**config.mk**
```make
export PLATFORM = sky130hd
export DESIGN_NAME = move_controller
export DESIGN_NICKNAME = d
export VERILOG_FILES = /design/src/rtl/move_ctrl_pkg.sv /design/src/rtl/move_timer.sv /design/src/rtl/move_controller.sv
export SDC_FILE = /design/constraint.sdc
export NUM_CORES = 1
export LEC_CHECK = 0
export BUFFER_PORTS_ARGS = -buffer_cell sky130_fd_sc_hd__buf_2
export CAP_MARGIN = 20
export CORE_MARGIN = 1
export CORE_UTILIZATION = 45
export CTS_CLUSTER_SIZE = 16
export DETAILED_ROUTE_END_ITERATION = 16
export GPL_ROUTABILITY_DRIVEN = 0
export GPL_TIMING_DRIVEN = 0
export PLACE_DENSITY = 0.64
export SYNTH_ARGS = -nofsm -noshare
export SYNTH_HDL_FRONTEND = slang
export SYNTH_SLANG_ARGS = --single-unit
```
**constraint.sdc**
```tcl
create_clock -name clk -period 3.11 [get_ports clk]
set_input_delay 0.622 -clock clk [delete_from_list [all_inputs] [get_ports clk]]
set_output_delay 0.622 -clock clk [all_outputs]
set_load 0.02 [all_outputs]
```
**src/rtl/move_ctrl_pkg.sv**
```systemverilog
// Shared types and widths for the move controller.
package move_ctrl_pkg;

  typedef enum logic [1:0] {
    IDLE      = 2'd0,
    REQ       = 2'd1,
    WAIT_DONE = 2'd2,
    RELEASE   = 2'd3
  } state_t;

  typedef enum logic [1:0] {
    DIR_N = 2'd0,
    DIR_E = 2'd1,
    DIR_S = 2'd2,
    DIR_W = 2'd3
  } dir_t;

  localparam int TIMER_MIN_W = 10;
  localparam int COUNT_W     = 14;

  // Timer is at least 10 bits, wider if the timeout needs it.
  function automatic int timer_width(input int timeout);
    int w;
    w = $clog2(timeout + 1);
    return (w > TIMER_MIN_W) ? w : TIMER_MIN_W;
  endfunction

endpackage

```
**src/rtl/move_timer.sv**
```systemverilog
// WAIT_DONE timeout timer: down-counter of remaining wait cycles,
// loaded on start, expired at terminal count zero.
module move_timer
  import move_ctrl_pkg::*;
#(
  parameter int TIMEOUT = 1023,
  parameter int W       = timer_width(TIMEOUT)
) (
  input  logic clk,
  input  logic clr,
  input  logic start,
  output logic expired
);

  logic [W-1:0] r_remain;

  // Load TIMEOUT-1 on entry so the TIMEOUT-th wait edge sees zero.
  always_ff @(posedge clk) begin
    if (clr) begin
      r_remain <= '0;
    end else if (start) begin
      r_remain <= W'(TIMEOUT - 1);
    end else if (r_remain != '0) begin
      r_remain <= r_remain - 1'b1;
    end
  end

  assign expired = (r_remain == '0);

endmodule

```
**src/rtl/move_controller.sv**
```systemverilog
// Move request controller: turns direction buttons into one move per press,
// handshakes with the datapath and guards the wait for move_done.
// Optional macro MOVE_LIMIT_EN adds a saturating move cap (MAX_MOVES).
//
// state     | meaning
// IDLE      | waiting for a press while not blocked
// REQ       | move_req high until the datapath takes it
// WAIT_DONE | waiting for move_done, bounded by the timer
// RELEASE   | waiting for all buttons up
module move_controller
  import move_ctrl_pkg::*;
#(
  parameter int DONE_TIMEOUT = 1023,
  parameter int MAX_MOVES    = 9999
) (
  input  logic       clk,
  input  logic       clr,
  input  logic       game_over,
  input  logic       bn,
  input  logic       be,
  input  logic       bs,
  input  logic       bw,
  input  logic       move_ready,
  input  logic       move_done,
  output logic       move_req,
  output logic [1:0] move_dir,
  output logic       count_inc,
  output logic       busy,
  output logic       timeout_err,
  output logic       limit_hit
);

  state_t r_state, w_state_next;
  dir_t   r_move_dir, w_dir_next, w_enc;
  logic   r_move_req, w_req_next;
  logic   r_count_inc, r_busy, r_timeout_err;
  logic   w_any, w_block, w_limit;
  logic   w_timer_start, w_expired, w_done_hit, w_timeout_hit;

  assign w_any   = bn | be | bs | bw;
  assign w_block = game_over | w_limit;

  // Fixed-priority direction encode, N highest.
  always_comb begin
    w_enc = DIR_W;
    if (bn)      w_enc = DIR_N;
    else if (be) w_enc = DIR_E;
    else if (bs) w_enc = DIR_S;
  end

  move_timer #(
    .TIMEOUT(DONE_TIMEOUT)
  ) u_timer (
    .clk    (clk),
    .clr    (clr),
    .start  (w_timer_start),
    .expired(w_expired)
  );

  // Next state and next registered output values.
  always_comb begin
    w_state_next  = r_state;
    w_req_next    = r_move_req;
    w_dir_next    = r_move_dir;
    w_timer_start = 1'b0;
    w_done_hit    = 1'b0;
    w_timeout_hit = 1'b0;
    case (r_state)
      IDLE: begin
        if (!w_block && w_any) begin
          w_state_next = REQ;
          w_req_next   = 1'b1;
          w_dir_next   = w_enc;
        end
      end
      REQ: begin
        if (move_ready) begin
          w_state_next  = WAIT_DONE;
          w_req_next    = 1'b0;
          w_timer_start = 1'b1;
        end else if (game_over) begin
          w_state_next = RELEASE;
          w_req_next   = 1'b0;
        end
      end
      WAIT_DONE: begin
        if (move_done) begin
          w_state_next = RELEASE;
          w_done_hit   = 1'b1;
        end else if (w_expired) begin
          w_state_next  = RELEASE;
          w_timeout_hit = 1'b1;
        end
      end
      RELEASE: begin
        if (!w_any) w_state_next = IDLE;
      end
      default: w_state_next = IDLE;
    endcase
  end

  // State register and registered outputs.
  always_ff @(posedge clk) begin
    if (clr) begin
      r_state       <= IDLE;
      r_move_req    <= 1'b0;
      r_move_dir    <= DIR_N;
      r_count_inc   <= 1'b0;
      r_busy        <= 1'b0;
      r_timeout_err <= 1'b0;
    end else begin
      r_state     <= w_state_next;
      r_move_req  <= w_req_next;
      r_move_dir  <= w_dir_next;
      r_count_inc <= w_done_hit;
      r_busy      <= (w_state_next != IDLE);
      if (w_timeout_hit) r_timeout_err <= 1'b1;
    end
  end

`ifdef MOVE_LIMIT_EN
  logic [COUNT_W-1:0] r_move_cnt;
  logic               r_limit_hit;

  // Saturating count of completed moves; limit flags once the cap is reached.
  always_ff @(posedge clk) begin
    if (clr) begin
      r_move_cnt  <= '0;
      r_limit_hit <= 1'b0;
    end else if (w_done_hit && (r_move_cnt != COUNT_W'(MAX_MOVES))) begin
      r_move_cnt  <= r_move_cnt + 1'b1;
      r_limit_hit <= ((r_move_cnt + 1'b1) == COUNT_W'(MAX_MOVES));
    end
  end

  assign w_limit = r_limit_hit;
`else
  logic w_unused_max_moves;
  assign w_unused_max_moves = (MAX_MOVES != 0);
  assign w_limit            = 1'b0;
`endif

  assign move_req    = r_move_req;
  assign move_dir    = r_move_dir;
  assign count_inc   = r_count_inc;
  assign busy        = r_busy;
  assign timeout_err = r_timeout_err;
  assign limit_hit   = w_limit;

endmodule

```
Word level (Yosys, flattened, before mapping)
Index checks and enable logic that the tools add are counted.
{"block": "op_classes", "add_sub_neg": 1, "eq_ne": 5, "muxes": 22, "bitwise_logic": 4, "reduce_logical": 12}
{"cell": "$mux 10", "n": 2}
{"cell": "$mux 2", "n": 8}
{"cell": "$logic_not 10->1", "n": 1}
{"cell": "$mux 1", "n": 10}
{"cell": "$reduce_bool 10->1", "n": 1}
{"cell": "$sub 10x1->10 const B", "n": 1}
{"cell": "$pmux 2 s4", "n": 1}
{"cell": "$reduce_bool 2->1", "n": 3}
{"cell": "$eq 2x2->1 const B", "n": 2}
{"cell": "$reduce_or 2->1", "n": 2}
{"cell": "$ne 3x3->1 const B", "n": 1}
{"cell": "$or 1x1->1", "n": 3}
{"cell": "$reduce_and 3->1", "n": 1}
{"cell": "$eq 2x1->1 const B", "n": 1}
{"cell": "$logic_not 2->1", "n": 1}
{"cell": "$ne 2x2->1 const B", "n": 1}
{"cell": "$pmux 1 s2", "n": 1}
{"cell": "$reduce_and 2->1", "n": 1}
{"cell": "$logic_and 1x1->1", "n": 1}
{"cell": "$logic_not 1->1", "n": 1}
{"cell": "$not 1->1", "n": 1}
{"block": "word_totals", "register_bits": 18, "in_bits": 9, "output_inout_bits": 7, "word_cells": 52}

Depth between registers and ports, before layout
Gate-level depths: netlist (run 1).
{"block": "logic_depth", "depth_word": 7, "depth_mapped": 6, "depth_no_buf": 6}

Modules after synthesis
Synthesis (run 1) repeated with hierarchy kept, for this count alone.
{"block": "hier_totals", "cells_unflattened": 104, "area_unflattened_um2": 890.9}
{"mod": "move_timer", "n_inst": 1, "cells_per_inst": 58, "area_each_um2": 510.5, "seq_area_each_um2": 200.2}
{"mod": "move_controller", "n_inst": 1, "cells_per_inst": 46, "area_each_um2": 380.4, "seq_area_each_um2": 160.2}

Worst setup path after synthesis (run 1)
Ideal clock, no wire load.
{"block": "synth_timing", "path_kind": "register to register", "startpoint": "reg u_timer.r_remain[0]", "endpoint": "reg u_timer.r_remain[6]", "setup_time_ns": 0.074, "t_arrival_ns": 1.592, "required_ns": 3.036, "slack_ns": 1.443, "stages_incl_launch_ff": 6, "path_buffers": 0, "synth_period_minus_slack_ns": 1.667, "path_cell_list": "dfxtp_1 > inv_1 > ha_1 > or4b_4 > or4_1 > a31oi_1"}
{"block": "synth_via", "elab_chain_len": 3, "elab_cells_between_ends": 5, "cone_classes": "add/sub: 1; mux: 2; reduce/logical: 2"}
{"item": "start: declaration", "line_no": "move_timer.sv:15", "source": "logic [W-1:0] r_remain;"}
{"item": "start signal: assignment", "line_no": "move_timer.sv:22", "source": "r_remain <= W'(TIMEOUT - 1);"}
{"item": "start signal: assignment", "line_no": "move_timer.sv:24", "source": "r_remain <= r_remain - 1'b1;"}
{"item": "$sub 10x1->10", "line_no": "move_timer.sv:24"}
{"item": "$mux 10", "line_no": "move_timer.sv:23", "source": "end else if (r_remain != '0) begin"}
{"item": "$mux 10", "line_no": "move_timer.sv:21", "source": "end else if (start) begin"}
Several ways; a longest one is shown, not always the timed one. The select of a mux whose other input is x is not followed.
A chain may end at the register's enable or synchronous reset.

Final worst setup path (run 1)
{"block": "layout_timing", "startpoint": "reg u_timer.r_remain[0]", "endpoint": "reg r_timeout_err, in the netlist timeout_err"}
{"block": "layout_via", "elab_chain_len": 4}
{"item": "$logic_not 10->1", "line_no": "move_timer.sv:28", "source": "assign expired = (r_remain == '0);"}
{"item": "$mux 1", "line_no": "move_controller.sv:90", "source": "end else if (w_expired) begin"}
{"item": "$mux 1", "line_no": "move_controller.sv:87", "source": "if (move_done) begin"}
{"item": "$mux 1", "line_no": "move_controller.sv:68", "source": "case (r_state)"}
{"item": "end signal: assignment", "line_no": "move_controller.sv:110", "source": "r_timeout_err <= 1'b0;"}
{"item": "end signal: assignment", "line_no": "move_controller.sv:117", "source": "if (w_timeout_hit) r_timeout_err <= 1'b1;"}
{"item": "end: declaration", "line_no": "move_controller.sv:36", "source": "logic r_count_inc, r_busy, r_timeout_err;"}
No other way between the ends.

==> run_results.csv, run 1 <==
group,metric,value,unit
power,p_sw_share,39.9,%
sta,holdWs,456,ps
cells_and_area,areaGrowthSynthToFinish,14.2,%
critical_path,rr_worst_depth,6,
cts,h-tree-depth,1,
sta,tightest_slew,514,ps
synthesis,netlist.area_leader.share,43.0,%
critical_path,r2r-start,"u_timer.r_remain[0]$_SDFFE_PP0N_",
placement,hpwlAfterDp,1.14,mm
placement,pre_cts_slack,1270,ps
sta,finalCritPeriodShare,57.9,%
route,wl,1.61,mm
route,vias_per_cell,5.47,
cells_and_area,fin_area,956,um^2
route,drtIter0Drc,18,
synthesis,synth_edf_count,0,
floorplan,dieHeight,45.1,um
cts,cts.clk_slew.worst_paths,100,ps
cells_and_area,num_antenna_cells,0,
cts,cts_tree,"yes",
synthesis,syn_avg_cell_area,9.10,um^2
critical_path,endpoint,"timeout_err$_SDFFE_PP0P_",
synthesis,synth.most_common_cell,"dfxtp_1",
route,ant_nets,0,
floorplan,die_w,45.1,um
cts,hold_buffers,0,
cells_and_area,fillers,171,
floorplan,ioPinCount,16,
synthesis,synthArstFlopShare,0,%
power,p_leak,0.369,nW
power,p_per_area,941,nW/um^2
route,drt_pre_antenna_iters,4,
synthesis,synthTopCellsByArea,"dfxtp_1 (43%), a21oi_1 (7.8%), a31oi_1 (4.5%)",
cells_and_area,final_layout_size_suffix_gt1_share,22.2,%
route,route.detailed.drc,0,
sta,period_minus_slack,1800,ps
critical_path,path_class,"reg -> reg",
power,p_switching,358,uW
power,clkPwrFrac,12.6,%
floorplan,initial_core_util,48.5,%
critical_path,worstPathArrival,2010,ps
floorplan,rows,15,
global_route,antenna_found_initial,0,
cts,cts_num_sinks,18,
synthesis,ys_seq_area_share,43.0,%
global_route,grt_max_degree,11,
floorplan,core_area,1730,um^2
route,drt-wirelength-per-cell,12.1,um
cts,cts_buffers,3,
global_route,grt_pass1_wl,2.61,mm
floorplan,die_area,2040,um^2
placement,dpl-instance-area,933,um^2
critical_path,path_max_fanout,6,
sta,setup_viol,0,
power,pwr-share-comb,46.2,%
power,p_int,541,uW
sta,max_freq,555,MHz
synthesis,synth_common_cells,"dfxtp_1 (18), a21oi_1 (13), nand2_1 (9)",
cts,postCtsSetupRepairBufs,0,
synthesis,ys.flop_type,"dfxtp_1",
run,cap_violations,0,
synthesis,syn_nets,102,
run_status,outcome,"finished clean",
critical_path,reg2reg_to,"timeout_err$_SDFFE_PP0P_",
power,pwr-share-seq,41.2,%
cts,clockRootBuffer,"clkbuf_4",
global_route,first_global_vias,614,
synthesis,yosysUniqueCellTypes,34,
synthesis,netlist_instances,92,
synthesis,synth_top_area_cell,"dfxtp_1",
cells_and_area,nets,120,
sta,setup_ws,1310,ps
critical_path,worstSetupStartpointType,"flop",
critical_path,r2r_setup_slack,1310,ps
critical_path,critPathRequiredTime,3320,ps
synthesis,ys_ff_latch,18,
cts,clock_path_buffers,2,
sta,rsz0062_at_grt,"false",
synthesis,synth_area,837,um^2
global_route,grt.overflow.total,0,
sta,drv_slew,0,
sta,fin_worst_skew,2.70,ps
power,ir_drop,524,uV
critical_path,cp-startpoint,"u_timer.r_remain[0]$_SDFFE_PP0N_",
sta,slew_headroom,65.4,%
critical_path,crit_path_end_kind,"flop",
sta,finalSetupTns,0,ps
route,num_vias,727,
global_route,grtUsageTotal,18.0,%
cts,clkLatencyLatePin,290,ps
sta,hold_viol_final,0,
cts,cts-resized-gates,0,
synthesis,synth_warnings,0,
placement,numPortBuffers,13,
worst_hold_path,min_path_type,"reg -> reg",
[flip-flops by register name (all words and copies together), names as in the netlist]
signal / count
u_timer.r_remain: 10
move_req: 1
busy: 1
count_inc: 1
move_dir: 2
r_state: 2
timeout_err: 1
[cell type report]
class,instances,area (um^2),area share (%)
tap,25,31.3,3.27
timing repair buffer,13,65.1,6.81
multi-input combinational,68,450,47.1
clock buffer,3,22.5,2.36
inverter,3,11.3,1.18
buffer,3,15.0,1.57
sequential,18,360,37.7
[power by group through the flow]
stage / combinational, mW / clock (mW) / sequential [mW]
3_3_place_gp: 0.405 / 0 / 0.372
6_report: 0.415 / 0.113 / 0.371
3_5_place_dp: 0.412 / 0 / 0.375
2_1_floorplan: 0.341 / 0 / 0.369
4_1_cts: 0.417 / 0.119 / 0.370
5_1_grt: 0.462 / 0.129 / 0.383
[worst max-delay path: stages, from the launching register on]
cell	delay (ps)
dfxtp_1	340
inv_1	60
ha_1	170
and2b_1	290
nand4_4	170
or3b_2	510
o31ai_1	190
[placed cells by master (no fill, tap or decap)]
master	Yosys	final
a211o_1	1	1
a211o_2	1	1
a211oi_1	1	1
a21oi_1	13	13
a311o_2	1	1
a31oi_1	6	6
and2b_1	1	1
buf_2	0	13
buf_4	1	1
clkbuf_1	2	2
clkbuf_4	0	3
conb_1	1	1
dfxtp_1	18	18
ha_1	1	1
inv_1	3	3
mux2_2	1	1
mux2i_1	1	1
nand2_1	9	9
nand2b_1	3	3
nand3_1	3	3
nand3b_1	1	1
nand4_4	1	1
nor2_1	2	2
nor2b_1	3	3
nor3_1	1	1
nor3_4	1	1
nor4_1	3	3
nor4bb_1	1	1
o21ai_0	2	2
o31ai_1	3	3
or2b_1	1	1
or3_1	1	1
or3b_2	1	1
or4_1	2	2
or4b_4	1	1
xnor2_1	1	1
[how the worst min path moves through the flow]
stage                             start                  endpoint  slack [ps]  cells past startpoint
4_1_cts           move_req$_SDFFE_PP0P_     move_req$_SDFFE_PP0P_         460                      2
6_report       move_dir[0]$_SDFFE_PP0P_  move_dir[0]$_SDFFE_PP0P_         460                      2
5_1_grt        move_dir[1]$_SDFFE_PP0P_  move_dir[1]$_SDFFE_PP0P_         480                      2
3_3_place_gp   move_dir[0]$_SDFFE_PP0P_  move_dir[0]$_SDFFE_PP0P_         440                      2
2_1_floorplan     r_state[0]$_SDFF_PP0_      count_inc$_SDFF_PP0_         480                      1
3_5_place_dp      move_req$_SDFFE_PP0P_     move_req$_SDFFE_PP0P_         450                      2
[through the flow]
| stage | util [%] | cells | total power [mW] |
|---|---|---|---|
| 6_report | 55.4 | 133 | 0.899 |
| 5_1_grt | 55.4 | 133 | 0.974 |
| 4_1_cts | 55.4 | 133 | 0.905 |
| 3_5_place_dp | 54.1 | 130 | 0.787 |
| 3_3_place_gp | 54.1 | 130 | 0.777 |
| 2_1_floorplan | - | 92 | 0.710 |
[metal layers]
layer	wire length, um	vias up	track usage, %
met5	0	-	0
met4	19	0	10.9
met3	51	2	3.60
met2	695	20	25.2
met1	839	332	25.1
li1	-	373	-
[logic make-up after synthesis]
group / after synthesis / synth area share (%)
fa+ha+maj: 1 / 1.49
simple gates: 35 / 27.7
flops: 18 / 43.0
mux: 2 / 2.54
other cells: 1 / 0.448
compound gates: 28 / 20.6
xor+xnor: 1 / 1.05
buf+inv: 6 / 3.14
(Power assumes the default switching activity.)
==> inputs of run 2 (changes only) <==
--- a/config.mk
+++ b/config.mk
@@ -13,7 +13,7 @@
 export DETAILED_ROUTE_END_ITERATION = 16
 export GPL_ROUTABILITY_DRIVEN = 0
 export GPL_TIMING_DRIVEN = 0
-export PLACE_DENSITY = 0.64
+export PLACE_DENSITY = 0.67
 export SYNTH_ARGS = -nofsm -noshare
 export SYNTH_HDL_FRONTEND = slang
 export SYNTH_SLANG_ARGS = --single-unit
==> constraint.sdc (replaced) <==
create_clock -name clk -period 1.6 [get_ports clk]
set_input_delay 0.32 -clock clk [delete_from_list [all_inputs] [get_ports clk]]
set_output_delay 0.32 -clock clk [all_outputs]
set_load 0.02 [all_outputs]
==> run_results.csv, run 2 (synthesis gave the netlist of run 1 again) <==
group,metric,value,unit
route,drtIter0Drc,17,
cts,h-tree-depth,1,
route,wl_met2,914,um
floorplan,ioPinCount,16,
cts,cts_num_sinks,18,
run,cap_violations,0,
floorplan,die_area,2040,um^2
cells_and_area,fin_area,1050,um^2
power,ir_drop,780,uV
power,p_sw_share,39.4,%
sta,max_freq,581,MHz
route,ant_nets,0,
floorplan,die_w,45.1,um
cells_and_area,instances_no_fill,140,
cells_and_area,nets,127,
cells_and_area,final_common_cell,"dfxtp_1",
floorplan,core_area,1730,um^2
route,wl,1.84,mm
sta,finalCritPeriodShare,108,%
critical_path,path_max_fanout,3,
sta,finalSetupTns,-328,ps
route,route.detailed.drc,0,
cts,cts_tree,"yes",
power,clkPwrFrac,11.0,%
placement,numPortBuffers,13,
cts,clockRootBuffer,"clkbuf_4",
cts,clkLatencyLatePin,290,ps
placement,dpl.cell_count,130,
worst_hold_path,min_path_type,"in -> reg",
cts,clock_path_buffers,2,
sta,period_minus_slack,1720,ps
cells_and_area,final_cell_mix,"dfxtp_1 (16), a21oi_1 (13), buf_2 (13)",
route,drt-wirelength-per-cell,13.1,um
route,num_vias,764,
critical_path,path_class,"reg -> reg",
power,p_total,2.04,mW
critical_path,critPathRequiredTime,1830,ps
placement,hpwlAfterDp,1.21,mm
route,dr_wl_met3,65,um
cts,cts_buffers,3,
global_route,grtUsageTotal,21.0,%
route,met1_length,825,um
sta,holdWs,210,ps
cells_and_area,largest_register,"u_timer.r_remain",
power,p_leak,0.408,nW
cells_and_area,num_antenna_cells,0,
run_status,violations,"setup timing",
critical_path,critPathMaxStageDelay,480,ps
sta,setup_ws,-123,ps
global_route,grt_max_degree,11,
sta,fin_worst_skew,1.01,ps
cells_and_area,fin_util,60.8,%
power,pwr-share-comb,52.4,%
power,p_per_area,1950,nW/um^2
run_status,outcome,"finished, violations left",
placement,pre_cts_slack,-152,ps
route,vias_per_cell,5.46,
critical_path,worstSetupStartpointType,"flop",
route,highest_layer,"met4",
sta,hold_viol_final,0,
power,p_switching,805,uW
cells_and_area,largest_reg_flops,10,
cts,cts.clk_slew.worst_paths,100,ps
critical_path,cpMaxStageDelayCell,"or4b_4",
cells_and_area,areaGrowthSynthToFinish,25.4,%
power,pwr-share-seq,36.6,%
sta,drv_slew,0,
route,drt_pre_antenna_iters,4,
critical_path,worstPathArrival,1950,ps
critical_path,crit_path_end_kind,"flop",
global_route,grt.overflow.total,0,
global_route,first_global_vias,716,
floorplan,initial_core_util,48.5,%
global_route,antenna_found_initial,0,
sta,rsz0062_at_grt,"true",
floorplan,dieHeight,45.1,um
global_route,grt_pass1_wl,3.06,mm
cells_and_area,final_layout_size_suffix_gt1_share,33.9,%
floorplan,rows,15,
placement,dpl-instance-area,935,um^2
sta,tightest_slew,566,ps
sta,setup_viol,3,
power,p_int,1.24,mW
sta,slew_headroom,61.9,%
critical_path,crit_chain,"inv_2 > ha_4 > or4b_4 > or4_1 > a31oi_1",
-- run 2: final timing paths --
kind / startpoint / endpoint / slack [ps] / cells after the start
setup / recovery: u_timer.r_remain[1]$_SDFFE_PP0P_ / u_timer.r_remain[6]$_SDFFE_PP0P_ / -120 / 5
hold / removal: move_ready / u_timer.r_remain[0]$_SDFFE_PP0N_ / 210 / 2
setup reg to reg: u_timer.r_remain[1]$_SDFFE_PP0P_ / u_timer.r_remain[6]$_SDFFE_PP0P_ / -120 / 5
hold reg to reg: move_dir[0]$_SDFFE_PP0P_ / move_dir[0]$_SDFFE_PP0P_ / 460 / 2
-- run 2: layout make-up --
cell class                 count  area (um^2)
inverter                       3         11.3
sequential                    18          363
fill                         171          677
clock buffer                   3         22.5
multi-input combinational     68          485
buffer                         3         15.0
tap                           25         31.3
timing repair buffer          20          121
-- run 2: power by group through the flow --
stage	sequential, mW	combinational, mW	clock [mW]
6_report	0.747	1.07	0.226
5_1_grt	0.769	1.17	0.260
4_1_cts	0.741	0.947	0.228
3_5_place_dp	0.731	0.810	0
3_3_place_gp	0.723	0.795	0
2_1_floorplan	0.717	0.667	0
-- run 2: per-layer routing --
metal | vias to the layer above | track usage [%]
li1 | 387 | -
met1 | 350 | 25.6
met2 | 22 | 34.8
met3 | 5 | 4.80
met4 | 0 | 9.70
met5 | - | 0
-- run 2: worst max-delay path, delay by kind of cell (launching register included) --
kind | cells | cell delay [ps]
buffers and inverters | 1 | 70
adders and majority gates | 1 | 130
and+or+nand+nor | 2 | 960
AOI/OAI and AO/OA | 1 | 160
DFF | 1 | 340
-- run 2: timing repair --
| action | 4_1_cts | 5_1_grt |
|---|---|---|
| buffers inserted | 3 | 4 |
| resized for setup | 8 | 3 |
| endpoints found under the setup margin | 4 | 8 |
| pin swaps | 3 | 3 |
| hold buffers | 0 | 0 |
==> inputs of run 3 (changes only) <==
--- a/config.mk
+++ b/config.mk
@@ -14,6 +14,8 @@
 export GPL_ROUTABILITY_DRIVEN = 0
 export GPL_TIMING_DRIVEN = 0
 export PLACE_DENSITY = 0.67
+export SKIP_CTS_REPAIR_TIMING = 1
+export SKIP_LAST_GASP = 1
 export SYNTH_ARGS = -nofsm -noshare
 export SYNTH_HDL_FRONTEND = slang
 export SYNTH_SLANG_ARGS = --single-unit
==> run_results.csv, run 3 (synthesis gave the netlist of run 1 again) <==
group,metric,value,unit
run_status,outcome,"finished, violations left",
run_status,violations,"setup timing",
floorplan,ioPinCount,16,
critical_path,path_max_fanout,4,
placement,pre_cts_slack,-152,ps
sta,setup_viol,2,
cts,clockRootBuffer,"clkbuf_4",
route,highest_layer,"met4",
global_route,antenna_found_initial,0,
cells_and_area,final_layout_size_suffix_gt1_share,34.5,%
cts,clkLatencyLatePin,290,ps
sta,setup_ws,-172,ps
cts,cts.clk_slew.worst_paths,100,ps
cells_and_area,final_common_cell,"dfxtp_1",
worst_hold_path,min_path_cells,2,
floorplan,die_w,45.1,um
cells_and_area,fillers,176,
power,p_total,2.04,mW
critical_path,worstPathArrival,1990,ps
floorplan,dieHeight,45.1,um
cts,clock_path_buffers,2,
placement,dpl.cell_count,130,
cells_and_area,final_cell_mix,"dfxtp_1 (17), a21oi_1 (13), buf_2 (13)",
cts,cts_num_sinks,18,
sta,fin_worst_skew,3.59,ps
critical_path,r2r-start,"u_timer.r_remain[0]$_SDFFE_PP0N_",
worst_hold_path,hold_start,"move_ready",
route,num_vias,761,
cells_and_area,largest_register,"u_timer.r_remain",
global_route,grtUsageTotal,19.7,%
sta,drv_slew,0,
critical_path,critPathRequiredTime,1820,ps
sta,tightest_slew,575,ps
sta,hold_viol_final,0,
cells_and_area,instances_no_fill,141,
run,cap_violations,0,
worst_hold_path,min_path_type,"in -> reg",
floorplan,rows,15,
route,dr_wl_met3,51,um
critical_path,crit_path_end_kind,"flop",
global_route,grt.overflow.total,0,
critical_path,rr_worst_depth,5,
global_route,first_global_vias,699,
worst_hold_path,hold_path_end,"u_timer.r_remain[0]$_SDFFE_PP0N_",
route,met1_length,822,um
route,ant_nets,0,
floorplan,die_area,2040,um^2
power,ir_drop,723,uV
power,p_per_area,1950,nW/um^2
cts,h-tree-depth,1,
route,wl,1.84,mm
placement,hpwlAfterDp,1.21,mm
global_route,grt_max_degree,11,
critical_path,path_class,"reg -> reg",
sta,period_minus_slack,1770,ps
route,drt_pre_antenna_iters,4,
sta,rsz0062_at_grt,"true",
route,route.detailed.drc,0,
cells_and_area,largest_reg_flops,10,
global_route,grt_pass1_wl,2.88,mm
sta,max_freq,564,MHz
route,wl_met2,940,um
cells_and_area,nets,128,
route,vias_per_cell,5.40,
floorplan,initial_core_util,48.5,%
placement,numPortBuffers,13,
critical_path,reg2reg_to,"u_timer.r_remain[6]$_SDFFE_PP0P_",
cts,cts_buffers,3,
cts,cts_tree,"yes",
sta,slew_headroom,61.3,%
cells_and_area,num_antenna_cells,0,
floorplan,core_area,1730,um^2
sta,finalCritPeriodShare,111,%
cells_and_area,regArea,362,um^2
power,p_leak,0.410,nW
route,drtIter0Drc,12,
cells_and_area,areaGrowthSynthToFinish,25.0,%
cells_and_area,multi_input_area,479,um^2
critical_path,worstSetupStartpointType,"flop",
route,drt-wirelength-per-cell,13.0,um
critical_path,r2r_setup_slack,-170,ps
run 3: power by group:
group	switching, mW	leakage [nW]	internal (mW)
logic	0.494	0.247	0.581
registers	0.160	0.149	0.585
clock network	0.136	0.0138	0.0876
total	0.790	0.410	1.25
run 3: area by class of cell:
cell class,count,share of cell area (%)
Inverter,3,1.08
Multi-Input combinational cell,68,45.8
Buffer,3,1.44
Clock buffer,3,2.15
Tap cell,25,2.99
Sequential cell,18,34.6
Timing Repair Buffer,21,12.0
run 3: worst max-delay path, cell delays in order (launching register included):
cell and delay, ps:
dfxtp_2 350, inv_2 70, ha_4 120, or4b_4 480, or4_1 520, a31oi_1 160
run 3: worst max path at each step:
stage	start	endpoint	slack [ps]	depth (start not counted)
after CTS	u_timer.r_remain[0]$_SDFFE_PP0N_	u_timer.r_remain[6]$_SDFFE_PP0P_	-180	5
after global routing	u_timer.r_remain[0]$_SDFFE_PP0N_	u_timer.r_remain[6]$_SDFFE_PP0P_	-240	5
after floorplan	u_timer.r_remain[0]$_SDFFE_PP0N_	u_timer.r_remain[6]$_SDFFE_PP0P_	-70	5
after global placement	u_timer.r_remain[0]$_SDFFE_PP0N_	u_timer.r_remain[8]$_SDFFE_PP0P_	-160	6
final	u_timer.r_remain[0]$_SDFFE_PP0N_	u_timer.r_remain[6]$_SDFFE_PP0P_	-170	5
after detailed placement	u_timer.r_remain[0]$_SDFFE_PP0N_	u_timer.r_remain[6]$_SDFFE_PP0P_	-150	5
run 3: per-layer routing:
metal / track usage [%] / vias to the layer above
li1: - / 389
met1: 24.6 / 353
met2: 32.5 / 15
met3: 3.60 / 4
met4: 9.09 / 0
met5: 0 / -
run 3: per-stage QoR:
step	setup TNS [ps]	instance area [um^2]	hold slack, ps	utilization, %
CTS	-538	957	212	55.4
global route	-467	1050	211	60.6
floorplan	-87.8	838	413	-
finish	-220	1050	217	60.6
detailed placement	-431	935	445	54.1
global placement	-386	935	440	54.1
